File: src/rtl/fifo_rd_stream.sv
// fifo_rd_stream: read-side consumer for the async FIFO; skid buffer feeding a valid/ready stream.
// Define FIFO_RD_STREAM_STATS_EN to add the word_cnt/stall_cnt outputs.
module fifo_rd_stream #(
    parameter int WIDTH     = 32,
    parameter int BUF_DEPTH = 4
) (
    input  logic                         clk,
    input  logic                         rst,
    input  logic                         fifo_empty,
    input  logic [WIDTH-1:0]             fifo_data_out,
    output logic                         fifo_read_en,
    input  logic                         flush,
    output logic                         m_valid,
    input  logic                         m_ready,
    output logic [WIDTH-1:0]             m_data,
    output logic [$clog2(BUF_DEPTH):0]   buf_level
`ifdef FIFO_RD_STREAM_STATS_EN
    ,
    output logic [31:0]                  word_cnt,
    output logic [31:0]                  stall_cnt
`endif
);
    localparam int IW = $clog2(BUF_DEPTH);
    localparam int CW = IW + 1;
    localparam logic [CW-1:0] DEPTH = CW'(BUF_DEPTH);
    localparam logic [IW-1:0] LAST  = IW'(BUF_DEPTH - 1);

    logic [WIDTH-1:0] mem [BUF_DEPTH];
    logic [IW-1:0]    wr_idx, rd_idx;
    logic [CW-1:0]    count;
    logic             inflight, capture, pop;

    function automatic logic [IW-1:0] nxt(input logic [IW-1:0] i);
        return i == LAST ? '0 : i + 1'b1;
    endfunction

    // Reserving a slot for the in-flight word keeps m_ready out of the read path.
    assign fifo_read_en = !rst && !flush && !fifo_empty && (count + CW'(inflight) < DEPTH);
    assign capture      = inflight && !flush;
    assign pop          = m_valid && m_ready && !flush;
    assign m_valid      = count != '0;
    assign m_data       = mem[rd_idx];
    assign buf_level    = count;

    always_ff @(posedge clk or posedge rst) begin
        if (rst) begin
            wr_idx   <= '0;
            rd_idx   <= '0;
            count    <= '0;
            inflight <= 1'b0;
            for (int i = 0; i < BUF_DEPTH; i++) mem[i] <= '0;
        end else if (flush) begin
            wr_idx   <= '0;
            rd_idx   <= '0;
            count    <= '0;
            inflight <= 1'b0;
        end else begin
            inflight <= fifo_read_en;
            if (capture) begin
                mem[wr_idx] <= fifo_data_out;
                wr_idx      <= nxt(wr_idx);
            end
            if (pop) rd_idx <= nxt(rd_idx);
            count <= count + CW'(capture) - CW'(pop);
        end
    end

    overflow_chk: assert property (@(posedge clk) disable iff (rst) !(capture && count == DEPTH));

`ifdef FIFO_RD_STREAM_STATS_EN
    always_ff @(posedge clk or posedge rst) begin
        if (rst) begin
            word_cnt  <= '0;
            stall_cnt <= '0;
        end else begin
            word_cnt  <= word_cnt + 32'(m_valid && m_ready);
            stall_cnt <= stall_cnt + 32'(m_valid && !m_ready);
        end
    end
`endif
endmodule

File: config.mk
export PLATFORM = sky130hd
export DESIGN_NAME = fifo_rd_stream
export DESIGN_NICKNAME = d
export VERILOG_FILES = /design/src/rtl/fifo_rd_stream.sv
export SDC_FILE = /design/constraint.sdc
export NUM_CORES = 1
export LEC_CHECK = 0
export CAP_MARGIN = 0
export CELL_PAD_IN_SITES_DETAIL_PLACEMENT = 1
export CELL_PAD_IN_SITES_GLOBAL_PLACEMENT = 2
export CORE_ASPECT_RATIO = 1.1
export CORE_MARGIN = 2
export CORE_UTILIZATION = 44
export CTS_CLUSTER_DIAMETER = 40
export CTS_CLUSTER_SIZE = 14
export DETAILED_ROUTE_END_ITERATION = 16
export PLACE_DENSITY = 0.95
export SYNTH_ARGS = -nofsm -noshare
export SYNTH_HDL_FRONTEND = slang
export SYNTH_SLANG_ARGS = --single-unit
File: constraint.sdc
create_clock -name clk -period 6 [get_ports clk]
set_input_delay 0.6 -clock clk [delete_from_list [all_inputs] [get_ports clk]]
set_output_delay 0.6 -clock clk [all_outputs]
set_load 0.01 [all_outputs]
== Word level (Yosys, flattened, before mapping) ==
Cells that the tools add are included.

* Logic and storage cells: 50
* Bits in latches: 0
* Memories kept: 0
* ROM bits: 0
* Memory bits (writable): 0
* Register bits: 136
* Bits of input ports: 37
* Output and inout port bits: 37

* Divide/modulo/power cells: 0
* Reductions and logical operators: 14
* $lt $le $gt $ge: 4
* Multiplexer cells: 14
* Shift-type cells: 0
* Bitwise operators: 3
* $mul: 0
* $add $sub $neg: 5
* Equality and inequality tests: 2

{| class="wikitable"
|+ Operators by type and width
! cell !! number
|-
| 128-bit bitwise mux || 1
|-
| 32-bit 2-to-1 mux || 3
|-
| 32-bit binary-select mux with 2-bit select || 1
|-
| 32-bit demux with 2-bit select || 1
|-
| 2-bit 2-to-1 mux || 6
|-
| 1-bit logical AND || 7
|-
| 3-bit by 1-bit adder with 3-bit output || 2
|-
| 3-bit >= comparator (second input constant) || 2
|-
| 2-bit NOT with 3-bit output || 2
|-
| 2-bit by 1-bit adder with 2-bit output (second input constant) || 2
|-
| 2-bit == test (second input constant) || 2
|-
| 2-bit nonzero test || 2
|-
| 1-bit zero test || 3
|-
| 3-bit by 1-bit less-than comparator with 1-bit output (second input constant) || 1
|-
| 3-bit less-than comparator (second input constant) || 1
|-
| 3-bit 2-to-1 mux || 1
|-
| 3-bit nonzero test || 1
|-
| 3-bit by 1-bit subtractor with 3-bit output || 1
|-
| 2-bit AND reduction || 1
|-
| 1-bit 2-to-1 mux || 1
|-
| 1-bit NOT || 1
|}

== Depth between registers and ports, before layout ==
* Word-level depth: 6
* Mapped depth: 9
* Gate-level depth less buffers: 9

== Worst setup path after synthesis ==
No wires, ideal clock.

* Path type: register -> register
* From: reg count[1] (netlist: buf_level[1])
* To: reg count[2] (netlist: buf_level[2])
* Path slack: 3.854 ns
* Path buffers: 0
* Arrival: 2.015 ns
* Clock period less this slack: 2.146 ns
* Library setup time: 0.132 ns
* Stages on the path, launching flop included: 10
* Data required time: 5.868 ns
* Cells stage by stage: dfrtp_1 > o31ai_1 > nor2_1 > ha_1 > inv_1 > ha_1 > inv_1 > fa_1 > xnor2_1 > nor2_1

* Word-level cells in the longest chain between the ends: 5
* Elaborated cells on any way between the ends: 6
* Classes of those cells: 2 x add/sub; 1 x mux; 3 x reduce/logical

{| class="wikitable"
|+ Ends and longest elaborated chain
! element !! RTL line !! RTL
|-
| start, declared || 30 || <nowiki>logic [CW-1:0] count;</nowiki>
|-
| start signal, assigned || 64 || <nowiki>count <= count + CW'(capture) - CW'(pop);</nowiki>
|-
| branches (longest 3 deep; another with 3-bit by 1-bit adder with 3-bit output) || - ||
|-
| 3-bit by 1-bit subtractor with 3-bit output (*) || 64 ||
|-
| 3-bit 2-to-1 mux (*) || 52 || <nowiki>end else if (flush) begin</nowiki>
|}

Every way passes the cells marked *.
A chain may end at the register's enable or synchronous reset.

== Final worst setup path ==
* From: reg rd_idx[0]
* To: out m_data[7]

* Word-level cells in the longest chain between the ends: 4

{| class="wikitable"
|+ Ends and longest elaborated chain
! element !! RTL line !! RTL
|-
| start, declared || 29 || <nowiki>logic [IW-1:0] wr_idx, rd_idx;</nowiki>
|-
| start signal, assigned || 63 || <nowiki>if (pop) rd_idx <= nxt(rd_idx);</nowiki>
|-
| 2-bit NOT with 3-bit output (implied by the code) || 42 || <nowiki>assign m_data = mem[rd_idx];</nowiki>
|-
| 32-bit binary-select mux with 2-bit select || 42 ||
|-
| 32-bit 2-to-1 mux (implied by the code) (2 in a row) || 42 ||
|-
| end, declared || 15 || <nowiki>output logic [WIDTH-1:0] m_data,</nowiki>
|}

No other way between the ends. The select of a mux whose other input is x is not followed.

==> parameters.txt <==
Parameter                              Value

Status
  Outcome ... finished, final reports clean

Clock tree
  Total clock sinks ... 136
  TritonCTS clock tree ... done
  Root buffer cell ... clkbuf_16
  CTS Hold Bufs ... 0
  Clock latency of the later-clocked register in the worst-skew pair ... 0.42 ns
  Number of buffers on the longest clock path ... 2
  # Post-CTS Setup Buffers ... 0
  Clock buffer count from CTS ... 17
  Number of resized instances in the post-cts repair step ... 0
  CTS H-tree lvls ... 4
  Clock-pin slew of the registers on the worst-case setup and hold paths ... 0.06 ns

Placed design
  Port Buffer Count ... 73
  Half-perimeter wire length after placement ... 7.71 mm
  Post-Place Setup Slack ... 3.01 ns
  Routability congestion estimate ... 0.706

Setup path
  Data required time of the critical path ... 5.40 ns
  Register-to-register setup slack ... 3.63 ns
  Launching element type of the critical path ... flop
  Category of the critical setup timing path ... reg -> out
  Max Fanout on Critical Path ... 21
  Terminus of the critical flop-to-flop path ... buf_level[2]
  Kind of end point of the critical path ... output port
  Number of cells traversed by the worst register-to-register path ... 9
  Launch point of the worst reg-to-reg path ... buf_level[1]
  Endpoint arrival time on the critical path ... 2.74 ns

Pwr
  Worst vdd ir ... 0.219 mV
  Power density over the cells ... 405 nW/um2
  Static Leakage ... 0.00348 uW

Floorplanning
  Horizontal die dimension ... 116 um
  Area enclosed by the die boundary ... 14800 um2
  Site row count ... 45
  # IOs ... 74
  Effective utilization at floorplan ... 44.7%
  Height of the die ... 128 um
  Area of the core ... 13700 um2

GRT
  GRT Util Overall ... 19.0%
  First-pass GRT wire length ... 20.7 mm
  Largest net degree at the start of global routing ... 75
  Overflow after GRT ... 0
  Initial antenna violation count ... 0
  Via count of the first global-routing pass ... 3892

Timing
  Worst-Margin Slew ... 0.994 ns
  RSZ-0062 raised after global routing ... no
  Achievable frequency ... 300 MHz
  Total negative slack for setup checks ... 0 ns
  Portion of the clock cycle consumed by the worst path in the final layout ... 55.6%
  Count of final hold-check violations ... 0
  Setup Skew ... 0.00645 ns
  Final worst slack ... 2.66 ns
  Time the final worst path needs with I/O delays and setup ... 3.34 ns
  Headroom to the max-slew limit ... 33.7%
  Final number of setup-violating endpoints ... 0
  Total count of max-transition violations in the final report ... 0

Hold path
  Depth of the worst hold-timing path ... 1
  Worst-case hold path end point ... mem[54]
  Startpoint of the worst hold path ... mem[54]
  Type of the most critical hold path ... reg -> reg

Synthesis
  Yosys warning total ... 0
  Sequential fraction of the synthesis area ... 55.7%
  Synthesized instance count ... 359
  Post-synthesis average cell area ... 17.0 um2
  Synthesized area ... 6110 um2
  Number of register bits inferred by synthesis ... 136
  Total nets after synthesis ... 404
  Library cells used by synthesis ... 27

Cells and area
  Commonest non-fill, non-tap cells in the layout ... 134 x dfrtp_1, 119 x mux2_2, 73 x clkdlybuf4s50_1
  Number of antenna cells inserted ... 0
  Fraction of final layout cells sized beyond drive strength 1 ... 44.1%
  Total of fill cells in the finished design ... 1288
  Most common library cell in the layout ignoring fill and taps ... dfrtp_1
  Area added between synthesis and finish ... 22.3%
  Number of nets in the layout ... 477

Routing
  Violation count after the first detailed-routing iteration ... 116
  Vias per inst ... 5.28
  Drc violations ... 0
  Residual antenna-violating net count after detailed routing ... 0
  First drt pass iteration count ... 4
  Detailed-route via count ... 3336
  Wire length reported by the detailed router ... 12.7 mm
  Average wire per standard cell ... 20.1 um

Job
  Max-capacitance violation count ... 0
## kinds of logic after synthesis
logic type / share of synthesized area, %
compound gates: 0.287
xor+xnor: 0.430
fa+ha+maj: 1.76
buf+inv: 3.56
flops: 55.7
mux: 36.2
simple gates: 2.05
## area by class of cell
| cell class | count | area, um2 | share of cell area, % |
|---|---|---|---|
| multi-input cells | 195 | 2490 | 33.3 |
| flip-flops and latches | 136 | 3410 | 45.6 |
| repair buffers | 75 | 746 | 9.98 |
| clock inverters | 8 | 97.6 | 1.31 |
| inverters | 7 | 31.3 | 0.419 |
| well taps | 188 | 235 | 3.15 |
| clock buffers | 23 | 468 | 6.26 |
## worst max-delay path by stage
stage              start            to  slack [ns]  depth (start not counted)
2_1_floorplan        rst  buf_level[0]        1.76                          1
3_3_place_gp   rd_idx[0]    m_data[29]        3.06                          3
3_5_place_dp       flush  buf_level[2]        3.01                         10
4_1_cts        rd_idx[0]    m_data[29]        2.56                          3
5_1_grt        rd_idx[0]    m_data[30]        2.47                          3
6_report       rd_idx[0]     m_data[7]        2.66                          3
## per-stage QoR
stage / utilization, % / power (uW) / instances / hold slack [ns] / instance area [um2]
global placement: 50.5 / 2010 / 601 / 0.474 / 6910
global route: 54.6 / 3180 / 632 / 0.508 / 7470
floorplan: - / 1650 / 359 / 0.459 / 6110
CTS: 54.6 / 3070 / 632 / 0.500 / 7470
detailed placement: 50.5 / 2050 / 601 / 0.488 / 6910
finish: 54.6 / 3030 / 632 / 0.498 / 7470
## routing by layer
metal / share of wire (%) / global-route usage, %
met1: 43 / 23.5
met3: 3.2 / 5.36
met4: 1.6 / 6.58
met2: 52 / 31.9
met5: 0 / 0
## where the power goes
part / leakage [uW] / total [uW] / switching, uW / internal [uW]
Combinational: 0.00140 / 841 / 294 / 547
Sequential: 0.00181 / 1190 / 113 / 1070
Clock: 0.000269 / 1000 / 374 / 628
## worst max-delay path, stage by stage, from the launching register on
cell,delay (ns)
dfrtp_2,0.70
buf_4,0.50
mux4_2,0.60
clkdlybuf4s50_1,0.50
## state kept, by name, summed over array words and instances, names as in the netlist
name	flops
rd_idx	2
mem	128
buf_level	3
wr_idx	2
inflight	1
## cell usage after synthesis (all sizes together)
library cell | number | area [um2]
dfrtp | 136 | 3400
mux2 | 128 | 1470
mux4 | 32 | 721
buf | 15 | 139
ha | 7 | 87.6
inv | 7 | 26.3
clkbuf | 6 | 52.6
nor2 | 6 | 22.5
nand2 | 5 | 48.8
a21oi | 2 | 10.0
mux2i | 2 | 20.0
nor4 | 2 | 12.5
or3 | 2 | 12.5
xnor2 | 2 | 17.5
and2b | 1 | 10.0
fa | 1 | 20.0
nand3 | 1 | 5.00
nor2b | 1 | 6.26
nor3b | 1 | 7.51
o31ai | 1 | 7.51
xor2 | 1 | 8.76
No activity file was read; power rests on OpenSTA's default activity.
